[src/rtl/class_decider_pkg.sv]
// ---- nn_parameters : shared network dimensions, class id type, decider FSM encoding (rev 1.0) ----
`default_nettype none
package nn_parameters;

  // NN_NUM_CLASSES must match the output size of the final dense layer.
  localparam int NN_NUM_CLASSES = 3;
  localparam int NN_DATA_WIDTH  = 16;

  function automatic int clog2_min1(input int v);
    return (v <= 2) ? 1 : $clog2(v);
  endfunction

  localparam int NN_CLASS_ID_W = clog2_min1(NN_NUM_CLASSES);
  typedef logic [NN_CLASS_ID_W-1:0] class_id_t;

  localparam int               STATE_W    = 1;
  localparam logic [STATE_W-1:0] ST_COLLECT = 1'b0;
  localparam logic [STATE_W-1:0] ST_EMIT    = 1'b1;

endpackage
`default_nettype wire

[src/rtl/class_decider_if.sv]
// ---- class_decider_if : logit input stream and class decision output bundle (rev 1.0) ----
`default_nettype none
interface class_decider_if
  import nn_parameters::*;
#(
  parameter int DATA_WIDTH  = NN_DATA_WIDTH,
  parameter int NUM_CLASSES = NN_NUM_CLASSES
);
  localparam int ID_W = clog2_min1(NUM_CLASSES);

  logic                         logit_valid;
  logic                         logit_ready;
  logic signed [DATA_WIDTH-1:0] logit_data;
  logic                         logit_last;
  logic                         class_valid;
  logic                         class_ready;
  logic [ID_W-1:0]              class_id;
  logic signed [DATA_WIDTH-1:0] class_score;
  logic                         class_confident;
  logic                         frame_error;

  modport master (
    output logit_valid, logit_data, logit_last, class_ready,
    input  logit_ready, class_valid, class_id, class_score, class_confident, frame_error
  );

  modport slave (
    input  logit_valid, logit_data, logit_last, class_ready,
    output logit_ready, class_valid, class_id, class_score, class_confident, frame_error
  );
endinterface
`default_nettype wire

[src/rtl/class_decider_top2_tracker.sv]
// ---- top2_tracker : running max / argmax / second max over one frame (rev 1.0) ----
`default_nettype none
module top2_tracker #(
  parameter int DATA_WIDTH = 16,
  parameter int ID_W       = 2
) (
  input  logic                         clk,
  input  logic                         rst,
  input  logic                         clear_i,
  input  logic                         update_i,
  input  logic signed [DATA_WIDTH-1:0] data_i,
  input  logic [ID_W-1:0]              idx_i,
  output logic signed [DATA_WIDTH-1:0] max_o,
  output logic signed [DATA_WIDTH-1:0] second_o,
  output logic [ID_W-1:0]              argmax_o
);
  localparam logic signed [DATA_WIDTH-1:0] MOST_NEG = {1'b1, {(DATA_WIDTH-1){1'b0}}};

  logic signed [DATA_WIDTH-1:0] max_q, max_d, second_q, second_d;
  logic [ID_W-1:0]              argmax_q, argmax_d;

  // Strict compares: an equal later value never displaces the earlier index.
  always_comb begin
    max_d    = max_q;
    second_d = second_q;
    argmax_d = argmax_q;
    if (update_i) begin
      if (data_i > max_q) begin
        second_d = max_q;
        max_d    = data_i;
        argmax_d = idx_i;
      end else if (data_i > second_q) begin
        second_d = data_i;
      end
    end
  end

  always_ff @(posedge clk) begin
    if (rst || clear_i) begin
      max_q    <= MOST_NEG;
      second_q <= MOST_NEG;
      argmax_q <= '0;
    end else begin
      max_q    <= max_d;
      second_q <= second_d;
      argmax_q <= argmax_d;
    end
  end

  // Results include the element arriving this cycle so the last one is decided on time.
  assign max_o    = max_d;
  assign second_o = second_d;
  assign argmax_o = argmax_d;
endmodule
`default_nettype wire

[src/rtl/class_decider.sv]
// ---- class_decider : frame argmax with confidence margin and handshaked decision (rev 1.0) ----
// Optional CLASS_DECIDER_SMOOTHING_EN: emit only after HOLD_FRAMES matching confident frames.
`default_nettype none
module class_decider
  import nn_parameters::*;
#(
  parameter int DATA_WIDTH  = NN_DATA_WIDTH,
  parameter int NUM_CLASSES = NN_NUM_CLASSES,
  parameter int MARGIN      = 0,
  parameter int HOLD_FRAMES = 3
) (
  input  logic           clk,
  input  logic           rst,
  class_decider_if.slave bus
);
  localparam int ID_W  = clog2_min1(NUM_CLASSES);
  localparam int IDX_W = clog2_min1(NUM_CLASSES + 1);
  localparam logic [IDX_W-1:0] LAST_IDX = IDX_W'(NUM_CLASSES - 1);
  localparam logic [IDX_W-1:0] OVF_IDX  = IDX_W'(NUM_CLASSES);
  localparam logic signed [DATA_WIDTH:0] MARGIN_EXT = (DATA_WIDTH+1)'(MARGIN);

  generate
    if (HOLD_FRAMES < 1 || MARGIN < 0) begin : g_bad_params
      $error("class_decider: HOLD_FRAMES must be >= 1 and MARGIN >= 0");
    end
  endgenerate

  logic [STATE_W-1:0]           state_q, state_d;
  logic [IDX_W-1:0]             idx_q;
  logic                         xfer, good_last, bad_last, emit, confident;
  logic signed [DATA_WIDTH-1:0] top_val, sec_val;
  logic [ID_W-1:0]              top_idx;
  logic signed [DATA_WIDTH:0]   margin;
  logic [ID_W-1:0]              id_q;
  logic signed [DATA_WIDTH-1:0] score_q;
  logic                         conf_q, err_q;

  assign xfer      = bus.logit_valid && bus.logit_ready;
  assign good_last = xfer && bus.logit_last && (idx_q == LAST_IDX);
  assign bad_last  = xfer && bus.logit_last && (idx_q != LAST_IDX);

  top2_tracker #(
    .DATA_WIDTH(DATA_WIDTH),
    .ID_W      (ID_W)
  ) u_tracker (
    .clk     (clk),
    .rst     (rst),
    .clear_i (xfer && bus.logit_last),
    .update_i(xfer && (idx_q != OVF_IDX)),
    .data_i  (bus.logit_data),
    .idx_i   (idx_q[ID_W-1:0]),
    .max_o   (top_val),
    .second_o(sec_val),
    .argmax_o(top_idx)
  );

  // Index saturates at NUM_CLASSES so oversize frames are remembered until logit_last.
  always_ff @(posedge clk) begin
    if (rst) begin
      idx_q <= '0;
    end else if (xfer) begin
      if (bus.logit_last)        idx_q <= '0;
      else if (idx_q != OVF_IDX) idx_q <= idx_q + IDX_W'(1);
    end
  end

  // One extra bit keeps MAX - MIN from wrapping.
  assign margin    = {top_val[DATA_WIDTH-1], top_val} - {sec_val[DATA_WIDTH-1], sec_val};
  assign confident = (margin >= MARGIN_EXT);

`ifdef CLASS_DECIDER_SMOOTHING_EN
  localparam int CNT_W = clog2_min1(HOLD_FRAMES + 1);
  localparam logic [CNT_W-1:0] HOLD_C = CNT_W'(HOLD_FRAMES);

  logic [CNT_W-1:0] run_q, run_d;
  logic [ID_W-1:0]  prev_q;

  always_comb begin
    run_d = run_q;
    if (!confident)                              run_d = '0;
    else if (run_q == '0 || top_idx != prev_q)   run_d = CNT_W'(1);
    else if (run_q < HOLD_C)                     run_d = run_q + CNT_W'(1);
  end

  always_ff @(posedge clk) begin
    if (rst) begin
      run_q  <= '0;
      prev_q <= '0;
    end else if (good_last) begin
      run_q  <= run_d;
      prev_q <= top_idx;
    end
  end

  assign emit = confident && (run_d >= HOLD_C);
`else
  assign emit = 1'b1;
`endif

  always_ff @(posedge clk) begin
    if (rst) state_q <= ST_COLLECT;
    else     state_q <= state_d;
  end

  always_comb begin
    state_d = state_q;
    case (state_q)
      ST_COLLECT: if (good_last && emit) state_d = ST_EMIT;
      ST_EMIT:    if (bus.class_ready)   state_d = ST_COLLECT;
      default:                           state_d = ST_COLLECT;
    endcase
  end

  always_comb begin
    bus.logit_ready = (state_q == ST_COLLECT);
    bus.class_valid = (state_q == ST_EMIT);
  end

  always_ff @(posedge clk) begin
    if (rst) begin
      id_q    <= '0;
      score_q <= '0;
      conf_q  <= 1'b0;
      err_q   <= 1'b0;
    end else begin
      err_q <= bad_last;
      if (good_last && emit) begin
        id_q    <= top_idx;
        score_q <= top_val;
        conf_q  <= confident;
      end
    end
  end

  assign bus.class_id        = id_q;
  assign bus.class_score     = score_q;
  assign bus.class_confident = conf_q;
  assign bus.frame_error     = err_q;
endmodule
`default_nettype wire

[src/flat_wrapper.sv]
// flat-port wrapper written by rule: the top's interface ports become plain ports
module class_decider_flat import nn_parameters::*;
#(
  parameter int DATA_WIDTH  = NN_DATA_WIDTH,
  parameter int NUM_CLASSES = NN_NUM_CLASSES,
  parameter int MARGIN      = 0,
  parameter int HOLD_FRAMES = 3
)
  (clk, rst, bus_logit_valid, bus_logit_data, bus_logit_last, bus_class_ready, bus_logit_ready, bus_class_valid, bus_class_id, bus_class_score, bus_class_confident, bus_frame_error);
  class_decider_if #(.DATA_WIDTH(DATA_WIDTH), .NUM_CLASSES(NUM_CLASSES)) bus_i ();
  input  logic clk;
  input  logic rst;
  input wire logic [$bits(bus_i.logit_valid)-1:0] bus_logit_valid;
  input wire logic [$bits(bus_i.logit_data)-1:0] bus_logit_data;
  input wire logic [$bits(bus_i.logit_last)-1:0] bus_logit_last;
  input wire logic [$bits(bus_i.class_ready)-1:0] bus_class_ready;
  output wire logic [$bits(bus_i.logit_ready)-1:0] bus_logit_ready;
  output wire logic [$bits(bus_i.class_valid)-1:0] bus_class_valid;
  output wire logic [$bits(bus_i.class_id)-1:0] bus_class_id;
  output wire logic [$bits(bus_i.class_score)-1:0] bus_class_score;
  output wire logic [$bits(bus_i.class_confident)-1:0] bus_class_confident;
  output wire logic [$bits(bus_i.frame_error)-1:0] bus_frame_error;
  assign bus_i.logit_valid = bus_logit_valid;
  assign bus_i.logit_data = bus_logit_data;
  assign bus_i.logit_last = bus_logit_last;
  assign bus_i.class_ready = bus_class_ready;
  assign bus_logit_ready = bus_i.logit_ready;
  assign bus_class_valid = bus_i.class_valid;
  assign bus_class_id = bus_i.class_id;
  assign bus_class_score = bus_i.class_score;
  assign bus_class_confident = bus_i.class_confident;
  assign bus_frame_error = bus_i.frame_error;
  class_decider #(.DATA_WIDTH(DATA_WIDTH), .NUM_CLASSES(NUM_CLASSES), .MARGIN(MARGIN), .HOLD_FRAMES(HOLD_FRAMES)) u_core (.clk(clk), .rst(rst), .bus(bus_i));
endmodule
[config.mk]
export PLATFORM = sky130hd
export DESIGN_NAME = class_decider_flat
export DESIGN_NICKNAME = d
export VERILOG_FILES = /design/src/rtl/class_decider_pkg.sv /design/src/rtl/class_decider_if.sv /design/src/rtl/class_decider_top2_tracker.sv /design/src/rtl/class_decider.sv /design/src/flat_wrapper.sv
export SDC_FILE = /design/constraint.sdc
export NUM_CORES = 1
export LEC_CHECK = 0
export BUFFER_PORTS_ARGS = -buffer_cell sky130_fd_sc_hd__buf_4
export CELL_PAD_IN_SITES_DETAIL_PLACEMENT = 1
export CELL_PAD_IN_SITES_GLOBAL_PLACEMENT = 1
export CORE_MARGIN = 8
export CORE_UTILIZATION = 40
export CTS_BUF_LIST = sky130_fd_sc_hd__clkbuf_8
export DETAILED_ROUTE_END_ITERATION = 12
export PLACE_DENSITY_LB_ADDON = 0.1
export SETUP_SLACK_MARGIN = 0.02
export SLEW_MARGIN = 0
export SYNTH_ARGS = -nofsm -noshare
export SYNTH_HDL_FRONTEND = slang
export SYNTH_SLANG_ARGS = --single-unit
[constraint.sdc]
create_clock -name clk -period 10 [get_ports clk]
set_input_delay 1 -clock clk [delete_from_list [all_inputs] [get_ports clk]]
set_output_delay 1 -clock clk [all_outputs]
set_load 0.03 [all_outputs]
* Word-level counts from Yosys, hierarchy flattened
Cells that the tools add are included.
** Word-level totals
- Register bits :: 57
- Latch bits :: 0
- RAM bits :: 0
- ROM bits :: 0
- Word-level logic and storage cells :: 38
- Memories :: 0
** Operators by class
- Add/sub/neg operators :: 2
- Multipliers :: 0
- Divide/modulo/power cells :: 0
- Magnitude comparators :: 3
- Eq/ne operators :: 3
- Shifts and indexed selects :: 0
- Mux-type cells :: 12
- Bitwise operators :: 1
- Reduce and logical (&&, ||, !) cells :: 8
** Operators with widths (number)
- $mux W16 :: 5
- $gt A16 B16 Y1 :: 2
- $ge A17 B1 Y1 const B :: 1
- $sub A16 B16 Y17 :: 1
- $mux W2 :: 4
- $logic_and A1 B1 Y1 :: 5
- $ne A2 B2 Y1 const B :: 2
- $add A2 B1 Y2 const B :: 1
- $eq A2 B2 Y1 const B :: 1
- $mux W1 :: 2
- $pmux W1 S2 :: 1
- $reduce_and A2 Y1 :: 1
- $reduce_bool A2 Y1 :: 1
- $logic_or A1 B1 Y1 :: 1
- $not A1 Y1 :: 1

* Longest topological paths before layout
Gate-level depths: netlist of run 1.
- Word-level depth :: 6
- Depth in mapped cells :: 19

* Modules after synthesis
A second synthesis of run 1 with hierarchy kept.
** Second synthesis, totals
- Cell total of the unflattened synthesis :: 468
- Area total of the unflattened synthesis :: 3930.0 um^2
** By module, submodules not included
- top2_tracker :: instances 1, cells an instance 307, area each 2666.3 um^2
- class_decider :: instances 1, cells an instance 161, area each 1263.7 um^2

* Least setup slack after synthesis of run 1
No wires, ideal clock.
- Path type :: input to register
- Start :: input port bus_logit_data[1]
- End :: register u_core.conf_q, in the netlist u_core.bus.class_confident
- Setup time :: 124 ps
- Data arrival time :: 4183 ps
- Data required time :: 9876 ps
- Path slack :: 5694 ps
- Cell stages on the path :: 18
- Cell sequence :: ha_1 nor2b_1 o211ai_1 a2111o_1 a31o_1 buf_6 and2_4 buf_8 buf_12 a221oi_4 ha_1 a21o_1 a21o_1 a21o_1 a21oi_1 o211ai_1 o31ai_1 a21oi_1
** Between the ends
- Cells in the longest elaborated chain, start to end :: 6
** Ends and longest elaborated chain
- from (decl) :: RTL line flat_wrapper.sv:14 : input wire logic [$bits(bus_i.logit_data)-1:0] bus_logit_data;
- $gt A16 B16 Y1 :: RTL line class_decider_top2_tracker.sv:32 : end else if (data_i > second_q) begin
- $mux W16 :: RTL line class_decider_top2_tracker.sv:32
- $mux W16 :: RTL line class_decider_top2_tracker.sv:28 : if (data_i > max_q) begin
- $mux W16 :: RTL line class_decider_top2_tracker.sv:27 : if (update_i) begin
- $sub A16 B16 Y17 * :: RTL line class_decider.sv:68 : assign margin = {top_val[DATA_WIDTH-1], top_val} - {sec_val[DATA_WIDTH-1], sec_val};
- $ge A17 B1 Y1 * :: RTL line class_decider.sv:69 : assign confident = (margin >= MARGIN_EXT);
- to (signal assigned) :: RTL line class_decider.sv:130 : conf_q <= confident;
- to (decl) :: RTL line class_decider.sv:36 : logic conf_q, err_q;
Every way passes the cells marked *; elsewhere a longest branch is shown, timed or not.
A chain may end at the register's enable or synchronous reset.

* Worst setup path after layout of run 1
- Start :: input port bus_logit_data[11]
- End :: register u_core.conf_q, in the netlist u_core.bus.class_confident
The elaborated chain is that of the path after synthesis.

==> results of run 1 <==
## registers in the layout (all words and copies together), names as in the netlist, named ones only
register	cells
u_core.bus.class_confident	1
u_core.bus.class_id	2
u_core.bus.class_score	16
u_core.bus.class_valid	1
u_core.bus.frame_error	1
u_core.idx_q	2
u_core.u_tracker.argmax_q	2
u_core.u_tracker.max_q	16
u_core.u_tracker.second_q	15
## area by class of cell
type                    count  area (sq um)
clock buffers              10           138
clock inverters             6           105
repair buffers             45           338
fillers                  1172          5090
inverters                  55           206
well taps                 133           166
flip-flops and latches     57          1140
multi-input cells         290          2360
## logic make-up after synthesis
logic type	after synthesis	share of synthesized area
buffers and inverters	78	0.0924
DFF	57	0.296
and+or+nand+nor	135	0.173
adders and majority gates	49	0.159
muxes	17	0.0499
AOI/OAI and AO/OA	88	0.228
xor gates and xnor gates	1	0.00227
## critical path: cells and delay by family
kind	cells	cell delay [ps]
fa+ha+maj	2	660
simple gates	3	1330
compound gates	10	2020
buf+inv	1	130
## routing by layer
layer | up-vias | part of all wire
li1 | 1563 | -
met1 | 1513 | 0.52
met2 | 47 | 0.43
met3 | 15 | 0.029
met4 | 0 | 0.019
met5 | - | 0
## path summary, 6_finish.rpt
path | start | to | cells after the start
setup / recovery | bus_logit_data[11] | u_core.bus.class_confident | 16
hold / removal | u_core.bus.class_score[11] | u_core.bus.class_score[11] | 2
setup reg to reg | u_core.u_tracker.max_q[15] | u_core.bus.class_confident | 16
hold reg to reg | u_core.bus.class_score[11] | u_core.bus.class_score[11] | 2
## cells in the mapped netlist (6+ instances only)
cell,instances,area (sq um)
dfxtp_1,57,1140
inv_1,55,206
nor2_1,50,188
ha_1,49,613
a21oi_1,22,110
nor3_1,20,100
and3_1,15,93.8
clkbuf_1,15,56.3
nand2_1,14,52.6
a211oi_1,13,97.6
mux2i_1,11,110
a221oi_4,10,263
nor2_2,10,62.6
a211oi_2,7,87.6
mux2i_2,6,82.6
nand4_1,6,37.5
## power by group through the flow
| stage | Combinational (uW) | Sequential (uW) | Clock, uW |
|---|---|---|---|
| 4_1_cts | 162 | 242 | 276 |
| 2_1_floorplan | 120 | 247 | 0 |
| 6_report | 160 | 242 | 268 |
| 3_3_place_gp | 156 | 246 | 0 |
| 5_1_grt | 179 | 243 | 288 |
| 3_5_place_dp | 161 | 247 | 0 |
## through the flow
step           cell area, sq um  worst slack [ps]  total power [uW]  utilization  std cells
2_1_floorplan              3860              5690               367            -        425
3_3_place_gp               4220              4970               402        0.441        580
3_5_place_dp               4220              4780               407        0.441        580
4_1_cts                    4460              5120               680        0.467        596
5_1_grt                    4460              4900               709        0.467        596
6_report                   4460              5080               670        0.467        596
==> results.md, run 1 <==
* Sink Count at 57
* Worst min path class: register to register
* Share of synthesized flip-flops with an asynchronous set or reset at 0
* Syn nets at slightly below 500
* GR peak layer: met2
* # diodes at 0
* Placement Rows at 36
* Final Max Tran Viols at 0
* Layout cells sized above 1 at 0.227
* Post-Syn Area at ~3900 sq um
* 1st-iter DRT viols at ~140
* Max_cap viols at 0
* Clk_skew at 10.8 ps
* Vias in the first global route at 3482
* Most used cell, CP: a21o_1
* Largest net degree at the start of global routing at 40
* Combinational power share at 0.239
* Synth-to-layout area growth at 15.5%
* CP Launch Type: input port
* DRC at 0
* Via/cell ratio at roughly 5.3
* Initial antenna violation count at 0
* CP Data Arrival Time at between 5000 and 6000 ps
* Clock power frac at 0.401
* Psw at between 200 and 250 uW
* Routability cong. at 0.848
* Clock latency on the worst-skew pair at 350 ps
* GRT met1 Usage at 0.238
* Resize count post-CTS at 0
* Met3 usage at 0.0343
* Routed WL at around 11000 um
* Max VDD drop at ~0.066 mV
* Top FF cell, synth: dfxtp_1
* Post-CTS setup buffers at 0
* Total core area at 9550 sq um
* Die outline width at about 110 um
* Most common cell after layout, fill and taps aside: dfxtp_1
* Synthesis warning total at 0
* Post-route ant nets at 0
* Critical Path Fanout Max at 19
* Initial core utilization at 0.404
* CTS tree: built
* Fin crit share at 0.492
* Ports at 43
* Achievable Freq at 203 MHz
* FF-to-FF setup slack at 5440 ps
* Hold-fix buffer count after cts at 0
* Port-buffer cells at 42
* WHS at around 510 ps
* Delay of the slowest critical-path stage at around 620 ps
* Critical-path cell list: buf_4, ha_1, nand4_1, or4_1, o21ai_2, a31o_1, and2_4, a221oi_4, ha_1, a21o_1, a21o_1, a21o_1, a21oi_1, o211ai_1, o31ai_1, a21oi_1
* Nets at 528
* Clk buf depth at 2
* CTS buffer count at 9
* Hold Vio Cnt, Final at 0
* Max_slew headroom at 0.361
* Die footprint at 13100 sq um
* Grt total ovfl at 0
* Met2 global-route usage at 0.272
* Status: finished, final reports clean
* Root buf cell: clkbuf_8
* CP Class: input port to register
* Power Dens Cells at 150 nW/um^2
* Cell Int Power at 469 uW
* CP Data Required Time at slightly above 10000 ps
* Register bit total from synthesis at between 50 and 60
* Pleak at between 0.0015 and 0.002 uW
* Switch share at 0.299
* Tot GR Track Use at 0.179
* Die height at roughly 110 um
* Final setup viols at 0
* WL per Instance at ~18 um
* Global-route wire length before repair at approximately 18000 um
* Crit. End Element: register
* Drt pass-1 iters at 4
* Seq/Total Area, Yosys at 0.296
* Pin slew with the least headroom to its limit at ~960 ps
* Fin Setup TNS at 0 ps
* Detailed Place HPWL at about 8400 um
* Via count at ~3100
* H-tree Lvls at 3
* Clk slew on worst S/H paths at ~60 ps
* Post-layout minimum cycle time at ~5000 ps
* RSZ-0062 raised after global routing: false
* Post-synth EDFFs at 0
* Mapped Cells at around 430
* Syn Area/Cell at 9.09 sq um
* Slowest CP cell: a31o_1
* Synth cell types at 51
* Seq pwr share at 0.361
* Commonest cells after routing, fill and taps aside: dfxtp_1, inv_1, nor2_1
(Power assumes the default switching activity.)
==> run 2: changes to the inputs <==
ABC_AREA = 1   (was not set)
clock period = 4.55 ns   (was 10 ns; I/O delays follow)
==> run 2 against run 1 <==
  * Design area fell by 3.6%
  * Via count is 9.5% higher
  * Die area shrank 4.0%
  * Wire length shrank 1.9%
  * Worst setup slack got worse by 4400 ps
  * Sequential share of layout area rose by 0.95 points
  * Hold slack got worse by 200 ps
  * Core utilization is 0.73 points higher
==> results.md, run 2 <==
* Die footprint at between 10000 and 15000 sq um
* Final setup viols at 0
* Via count at 3437
* Final Max Tran Viols at 0
* CTS buffer count at 9
* Pin slew with the least headroom to its limit at around 1200 ps
* Synth top cells by count: nand2_1, inv_1, dfxtp_1
* WL per Instance at approximately 16 um
* Achievable Freq at about 260 MHz
* Hold Path Sink: u_core.bus.class_valid
* Hold-fix buffer count after cts at 0
* Pleak at 0.00215 uW
* Synth-to-layout area growth at 16.7%
* Sink Count at 57
* Max VDD drop at 0.167 mV
* CP Launch Type: register
* Register bit total from synthesis at between 50 and 60
* Fin crit share at 0.855
* Yosys top cell area share at 0.310
* # diodes at 0
* Max_cap viols at 0
* H-tree Lvls at 3
* FF-to-FF setup slack at approximately 660 ps
* Power Dens Cells at 384 nW/um^2
* Status: finished, final reports clean
* Critical Path Fanout Max at 15
* Post-CTS setup buffers at 0
* Layout cells sized above 1 at 0.135
* Post-layout minimum cycle time at about 4000 ps
* CP Data Required Time at between 4000 and 5000 ps
* Synthesis warning total at 0
* Drt pass-1 iters at 4
* Largest net degree at the start of global routing at 38
* Hold Startpoint: rst
* Fin Setup TNS at 0 ps
* Root buf cell: clkbuf_8
* Nets at around 630
* Cells on Worst Hold Path at 2
* Detailed Place HPWL at 8130 um
* R2R cell count at 22
* CP Data Arrival Time at 4130 ps
* Max_slew headroom at 0.167
* Hold Vio Cnt, Final at 0
* Clock latency on the worst-skew pair at around 340 ps
* Count leader, synth: nand2_1
* Crit. End Element: register
* Via/cell ratio at approximately 5.1
* Tot GR Track Use at 0.177
* Clk buf depth at 2
* Seq/Total Area, Yosys at 0.310
* Grt total ovfl at 0
* Routability cong. at between 0.8 and 0.9
* RSZ-0062 raised after global routing: false
* Placement Rows at 35
* CTS tree: built
* Commonest cells after routing, fill and taps aside: nand2_1, inv_1, dfxtp_1
* Initial core utilization at 0.406
* Most common cell after layout, fill and taps aside: nand2_1
* Clk_skew at around 13 ps
* Syn nets at 590
* Vias in the first global route at 3630
* Routed WL at 10600 um
* Crit Reg-Reg Startpoint: u_core.u_tracker.max_q[15]
* Synth cell types at 42
* CP Class: register to register
* Top FF cell, synth: dfxtp_1
* 1st-iter DRT viols at 86
* Die outline width at 112 um
* Mapped Cells at 520
* Post-route ant nets at 0
* Port-buffer cells at 42
* Clk slew on worst S/H paths at roughly 70 ps
* Placed Area at a little over 4000 sq um
* Resize count post-CTS at 0
* Global-route wire length before repair at around 18000 um
* Total core area at 9060 sq um
* Die height at roughly 110 um
* Yosys top cell by area: dfxtp_1
* Worst min path class: input port to register
* Post-Syn Area at between 3000 and 4000 sq um
* Post-synth EDFFs at 0
* DRC at 0
* FF-to-FF End: u_core.bus.class_confident
* Ports at 43
* Syn Area/Cell at 7.08 sq um
* Initial antenna violation count at 0
* Share of synthesized flip-flops with an asynchronous set or reset at 0
* Ranking of synthesized cells by area: dfxtp_1, ha_1, nand2_1
* Fin area at approximately 4300 sq um
run 2: kinds of logic (layout without fill, tap and decap cells):
family / Yosys count / count (layout) / synth area share
DFF: 57 / 57 / 0.310
buffers and inverters: 115 / 158 / 0.124
muxes: 1 / 1 / 0.00272
and+or+nand+nor: 206 / 206 / 0.237
AOI/OAI and AO/OA: 92 / 92 / 0.160
adders and majority gates: 49 / 49 / 0.166
run 2: how the worst max path moves through the flow:
stage	start	end	slack [ps]	cells after the start
finish	u_core.u_tracker.max_q[15]	u_core.bus.class_confident	660	22
global route	u_core.u_tracker.second_q[15]	u_core.bus.class_confident	260	22
CTS	u_core.u_tracker.max_q[15]	u_core.bus.class_confident	620	22
detailed placement	bus_logit_data[15]	u_core.bus.class_confident	420	22
global placement	bus_logit_data[15]	u_core.bus.class_confident	550	23
floorplan	bus_logit_data[15]	u_core.bus.class_confident	1300	23
run 2: critical path, cell delays in order (launching register included):
cell and delay (ps):
dfxtp_1 330, inv_1 60, ha_1 390, nand2_2 110, nor3_2 260, nand2_1 120
nand2_1 90, nand2_2 70, nand3_4 170, nand2_1 420, o2111ai_1 390, o21ai_0 160
inv_1 100, ha_1 240, a21oi_1 170, o21a_1 150, o21ai_0 70, a31oi_1 170
nand2_1 80, nand2_1 60, nand3_1 60, nand2_1 80, inv_1 30
run 2: cell type report:
class,instances,area (sq um)
tap,111,139
sequential,57,1140
clock inverter,3,63.8
clock buffer,12,165
multi-input combinational,348,2080
timing repair buffer,44,330
inverter,99,374
fill,1180,4770
run 2: through the flow:
step | hold WS, ps | utilization | setup slack [ps] | total power [uW] | std cells
floorplan | 447 | - | 1300 | 952 | 520
global placement | 474 | 0.449 | 554 | 1090 | 659
detailed placement | 472 | 0.449 | 417 | 1110 | 659
CTS | 300 | 0.474 | 619 | 1670 | 674
global route | 304 | 0.474 | 261 | 1770 | 674
finish | 309 | 0.474 | 661 | 1650 | 674
run 2: per-layer routing:
metal / track usage / part of all wire
met1: 0.228 / 0.50
met2: 0.289 / 0.45
met5: 0 / 0
met3: 0.0325 / 0.039
met4: 0.0585 / 0.015
run 2: power breakdown:
group	internal (uW)	leakage (uW)	switching, uW
Clock	349	0.000120	203
Sequential	530	0.000463	16.3
Combinational	186	0.00157	367
